<file path="config.mk">
export PLATFORM = sky130hd
export DESIGN_NAME = neuron_mac_unit
export DESIGN_NICKNAME = d
export VERILOG_FILES = /design/src/rtl/neuron_mac_unit.sv
export SDC_FILE = /design/constraint.sdc
export NUM_CORES = 1
export LEC_CHECK = 0
export CAP_MARGIN = 10
export CORE_UTILIZATION = 40
export DETAILED_ROUTE_END_ITERATION = 8
export GPL_TIMING_DRIVEN = 0
export SYNTH_ARGS = -nofsm -noshare
export SYNTH_HDL_FRONTEND = slang
export SYNTH_SLANG_ARGS = --single-unit
</file>
<file path="constraint.sdc">
create_clock -name clk -period 3 [get_ports clk]
set_input_delay 0.6 -clock clk [delete_from_list [all_inputs] [get_ports clk]]
set_output_delay 0.6 -clock clk [all_outputs]
set_load 0.02 [all_outputs]
</file>
<file path="src/rtl/neuron_mac_unit.sv">
// ---------------------------------------------------------------------------
// neuron_mac_unit
//
// Drains packed operand words from a show-ahead input buffer and computes one
// neuron output: sum over NUM_INPUTS of (input * weight) plus bias, in signed
// fixed point with FRAC_BITS fractional bits. The result is shifted back to
// Q.FRAC_BITS, saturated to signed 32 bits and offered on a valid/ready
// handshake.
//
// Each buffer word carries a signed Q8.8 input in bits [31:16] and a signed
// Q8.8 weight in bits [15:0].
//
// Optional feature: define NEURON_MAC_RELU_EN to clamp negative results to 0.
//
// Ports:
//   clk              rising-edge clock
//   reset_n          asynchronous active-low reset
//   start            one-cycle pulse, begins a neuron (honoured only when idle)
//   bias             signed Q(32-FRAC_BITS).FRAC_BITS bias, sampled on start
//   buf_read_data    buffer head word, valid whenever buf_empty is low
//   buf_empty        buffer holds no data
//   buf_read_enable  pop strobe to the buffer
//   result_data      signed Q.FRAC_BITS neuron result
//   result_valid     result_data is valid
//   result_ready     downstream accepts the result
//   busy             high whenever the unit is not idle
// ---------------------------------------------------------------------------
module neuron_mac_unit #(
  parameter int NUM_INPUTS = 32,
  parameter int ACC_WIDTH  = 48,
  parameter int FRAC_BITS  = 8
) (
  input  logic        clk,
  input  logic        reset_n,
  input  logic        start,
  input  logic [31:0] bias,
  input  logic [31:0] buf_read_data,
  input  logic        buf_empty,
  output logic        buf_read_enable,
  output logic [31:0] result_data,
  output logic        result_valid,
  input  logic        result_ready,
  output logic        busy
);

  localparam int CNT_W = $clog2(NUM_INPUTS + 1);

  typedef enum logic [2:0] {
    IDLE,
    ACCUM,
    DRAIN,
    FINISH,
    OUTPUT
  } state_e;

  state_e                      state_q, state_d;
  logic signed [ACC_WIDTH-1:0] acc_q, acc_d;
  logic [CNT_W-1:0]            cnt_q, cnt_d;
  logic signed [31:0]          prod_q, prod_d;
  logic                        prodValid_q, prodValid_d;
  logic [31:0]                 bias_q, bias_d;
  logic [31:0]                 resultData_q, resultData_d;
  logic                        resultValid_q, resultValid_d;

  logic                        pop;
  logic signed [15:0]          opIn;
  logic signed [15:0]          opWeight;
  logic signed [ACC_WIDTH-1:0] biasExt;
  logic signed [ACC_WIDTH-1:0] sumFull;
  logic signed [ACC_WIDTH-1:0] sumShifted;
  logic [ACC_WIDTH-32:0]       sumUpper;
  logic [31:0]                 satResult;
  logic [31:0]                 finalResult;

  // Pops are only ever issued while accumulating and only against a
  // non-empty buffer, so an empty buffer simply stalls the neuron.
  assign pop             = (state_q == ACCUM) && !buf_empty;
  assign buf_read_enable = pop;
  assign busy            = (state_q != IDLE);
  assign result_data     = resultData_q;
  assign result_valid    = resultValid_q;

  assign opIn     = buf_read_data[31:16];
  assign opWeight = buf_read_data[15:0];

  // Result path used in FINISH. The bias is aligned to the accumulator's
  // 2*FRAC_BITS fraction before adding, then the sum is brought back to
  // FRAC_BITS with an arithmetic shift (truncation toward negative infinity).
  // The shifted value fits in 32 signed bits only when every bit from 31
  // upward agrees; otherwise it is clamped to the extreme of its sign.
  always_comb begin
    biasExt    = {{(ACC_WIDTH-32){bias_q[31]}}, bias_q};
    sumFull    = acc_q + (biasExt <<< FRAC_BITS);
    sumShifted = sumFull >>> FRAC_BITS;
    sumUpper   = sumShifted[ACC_WIDTH-1:31];
    if ((&sumUpper) || !(|sumUpper)) begin
      satResult = sumShifted[31:0];
    end else if (sumShifted[ACC_WIDTH-1]) begin
      satResult = 32'h8000_0000;
    end else begin
      satResult = 32'h7FFF_FFFF;
    end
`ifdef NEURON_MAC_RELU_EN
    finalResult = satResult[31] ? 32'h0000_0000 : satResult;
`else
    finalResult = satResult;
`endif
  end

  // Next-state logic. The product stage is one register deep: a product
  // registered on a pop is folded into the accumulator on the following
  // cycle whatever the state, which is why DRAIN exists to absorb the last
  // one before the result is formed.
  always_comb begin
    state_d       = state_q;
    acc_d         = acc_q;
    cnt_d         = cnt_q;
    prod_d        = prod_q;
    prodValid_d   = 1'b0;
    bias_d        = bias_q;
    resultData_d  = resultData_q;
    resultValid_d = resultValid_q;

    if (prodValid_q) begin
      acc_d = acc_q + ACC_WIDTH'(prod_q);
    end

    case (state_q)
      IDLE: begin
        if (start) begin
          bias_d  = bias;
          acc_d   = '0;
          cnt_d   = '0;
          state_d = ACCUM;
        end
      end
      ACCUM: begin
        if (pop) begin
          prod_d      = 32'(opIn) * 32'(opWeight);
          prodValid_d = 1'b1;
          cnt_d       = cnt_q + CNT_W'(1);
          if (cnt_q == CNT_W'(NUM_INPUTS - 1)) begin
            state_d = DRAIN;
          end
        end
      end
      DRAIN: begin
        state_d = FINISH;
      end
      FINISH: begin
        resultData_d  = finalResult;
        resultValid_d = 1'b1;
        state_d       = OUTPUT;
      end
      OUTPUT: begin
        if (resultValid_q && result_ready) begin
          resultValid_d = 1'b0;
          state_d       = IDLE;
        end
      end
      default: begin
        state_d = IDLE;
      end
    endcase
  end

  // State and datapath registers; reset discards any partial neuron.
  always_ff @(posedge clk or negedge reset_n) begin
    if (!reset_n) begin
      state_q       <= IDLE;
      acc_q         <= '0;
      cnt_q         <= '0;
      prod_q        <= '0;
      prodValid_q   <= 1'b0;
      bias_q        <= '0;
      resultData_q  <= '0;
      resultValid_q <= 1'b0;
    end else begin
      state_q       <= state_d;
      acc_q         <= acc_d;
      cnt_q         <= cnt_d;
      prod_q        <= prod_d;
      prodValid_q   <= prodValid_d;
      bias_q        <= bias_d;
      resultData_q  <= resultData_d;
      resultValid_q <= resultValid_d;
    end
  end

endmodule

</file>
==> impl_metrics.json <==
{
  "nFillCells": 4489,
  "startpoint_type": "input pin",
  "ys_async_sr_fraction": 1.00,
  "syn_area_per_cell_sq_um": 8.78,
  "ctsHoldBuffers": 0,
  "dieHeight_um": 228,
  "r2r-start": "acc_q[8]",
  "dieArea_sq_um": 51900,
  "root_buffer": "clkbuf_16",
  "relSlewSlack": 0.368,
  "cp.required_ns": 3.33,
  "cp-end-kind": "flop",
  "final_nets": 3075,
  "grt_pass1_wl_mm": 92.2,
  "min_period_ns": 5.85,
  "top_level_ports": 104,
  "cts_max_path_buffers": 2,
  "synth_top_cell_area_share": 0.259,
  "htreeDepth": 4,
  "routed_wire_length_per_instance_um": 17.5,
  "yosys_warnings": 0,
  "cp_max_fo": 10,
  "fp.dieW_um": 228,
  "rsz0062_at_grt": "true",
  "viasPerCell": 5.15,
  "synthTopCellsByCount": "348 x nand2_1, 317 x inv_1, 264 x fa_1",
  "dp_hpwl_mm": 44.7,
  "clock_latency_ns": 0.46,
  "antenna_found_initial": 0,
  "timing.fmax_mhz": 171,
  "tns_ns": -76.98,
  "grt.total_usage": 0.221,
  "synthDistinctLibCells": 70,
  "setup_viol": 69,
  "grt_max_degree": 89,
  "place_area_sq_um": 23000,
  "syn-instance-count": 2324,
  "n_antenna_cell": 0,
  "synthesis.nets": 2826,
  "cts-buffers-inserted": 17,
  "route.detailed.drc": 0,
  "stdcell_area_sq_um": 26600,
  "cp-startpoint": "buf_read_data[20]",
  "hold_viol": 0,
  "violations": "negative setup slack",
  "layout-drive-gt1-share": 0.217,
  "grt_pass1_vias": 17300,
  "fin_ws_ns": -2.85,
  "r2r_slack_ns": -0.74,
  "grt_overflow": 0,
  "tightestPinTransition_ns": 0.944,
  "drtAntennaViolNets": 0,
  "timing_worst_setup_path_type": "in -> reg",
  "vias": 16800,
  "status": "complete, but fails checks",
  "io_buffers": 103,
  "drv_cap": 0,
  "core_area_sq_um": 50300,
  "syn_area_sq_um": 20400,
  "synth_ff_type": "dfrtp_1",
  "hold_class": "in -> async",
  "ys_ff_latch": 155,
  "placementRows": 82,
  "cts_tree": "built",
  "yosysMostFrequentCell": "nand2_1",
  "arrival_ns": 6.18,
  "yosys-top-cells-area": "fa_1 26%, dfrtp_1 19%, ha_1 10%",
  "cts_sinks": 155,
  "drtIter0Drc": 1046,
  "final_max_slew_viol_count": 0,
  "synth_top_area_cell": "fa_1",
  "worst_clock_skew_ns": 0.0121,
  "firstDrtPassIters": 5,
  "initial_core_util": 0.406,
  "seq_area_frac_synth": 0.190,
  "fin_crit_sh": 1.95,
  "synth_enable_flop_cells": 0,
  "synthToLayoutAreaGrowth_pct": 30.2,
  "gp_congestion": 0.892,
  "routed_wl_mm": 57.1,
  "clkTransAtPathRegs_ns": 0.07
}
## critical path, cell delays in order
cell and delay, ns:
buf_4 0.17, clkbuf_16 0.19, nand2_1 0.07, fa_1 0.48, inv_1 0.06, fa_1 0.55
fa_1 0.44, fa_1 0.51, fa_1 0.49, inv_1 0.05, fa_1 0.49, inv_2 0.05
ha_4 0.21, a21o_1 0.16, a21oi_2 0.14, nand2_1 0.09, or4_4 0.53, nand2_4 0.11
o21ai_4 0.06, a211oi_2 0.20, o21bai_1 0.13, a21oi_1 0.16, xor2_1 0.18, o21ai_1 0.07
## cell families after synthesis
| logic type | share of synthesized area |
|---|---|
| AO/OA/AOI/OAI | 0.131 |
| XOR/XNOR | 0.0481 |
| adder cells (fa/ha/maj) | 0.363 |
| multiplexers | 0.0173 |
| buffers and inverters | 0.0766 |
| flip-flops | 0.190 |
| AND/OR/NAND/NOR | 0.175 |
## final cells by class
cell class | count | area, sq um | share of cell area
inverter | 317 | 1190 | 0.0450
multi-input combinational | 1762 | 16900 | 0.634
sequential | 155 | 3890 | 0.146
clock inverter | 10 | 140 | 0.00527
timing repair buffer | 233 | 2240 | 0.0843
buffer | 87 | 937 | 0.0353
tap | 672 | 841 | 0.0316
clock buffer | 21 | 470 | 0.0177
## registers in the layout, summed over array words and instances, names as in the netlist
register      count
prod_q           32
cnt_q             6
state_q           3
result_data      32
prodValid_q       1
result_valid      1
bias_q           32
acc_q            48
## repair_timing
action / in CTS / in global routing
pin swaps: 115 / 86
endpoints found under the setup margin: 85 / 83
setup buffers: 101 / 28
resized for setup: 506 / 147
gates cloned: 4 / 0
## path summary, 6_finish.rpt
path	end	cells past startpoint
hold reg to reg	bias_q[21]	2
hold / removal	result_data[31]	1
min in group clk	bias_q[21]	2
max in group asynchronous	acc_q[10]	2
setup / recovery	prod_q[29]	24
setup reg to reg	result_data[18]	17
## stage by stage
step | utilization | hold slack, ns | setup slack (ns) | cells
detailed placement | 0.458 | 0.471 | -4.28 | 3100
global placement | 0.457 | 0.462 | -4.97 | 3099
global route | 0.529 | 0.183 | -3.04 | 3257
finish | 0.529 | 0.126 | -2.85 | 3257
floorplan | - | 0.304 | -2.90 | 2324
CTS | 0.514 | 0.161 | -2.85 | 3234
## cell usage in the layout, fill, tap and decap left out, types with 26 or more instances in the layout
cell type,n
a21o_1,56
a21oi_1,82
a21oi_2,55
and2_1,113
buf_4,108
buf_6,37
clkbuf_1,34
clkbuf_16,33
clkdlybuf4s50_1,69
dfrtp_1,147
fa_1,243
ha_1,116
ha_4,48
inv_1,295
mux2i_1,32
nand2_1,306
nand3_1,26
nor2_1,133
o21ai_0,40
o21ai_1,37
xnor2_1,66
xor2_1,38
## routing by layer
metal,up-vias,share of wire,GRT usage
met4,0,0.021,0.0552
li1,8070,-,-
met2,380,0.49,0.382
met1,8262,0.46,0.295
met5,-,0,0
met3,52,0.033,0.0228
Power is left out: the tool's default activity adds up to more than one toggle a clock period on the data nets, which glitch-free logic cannot reach.
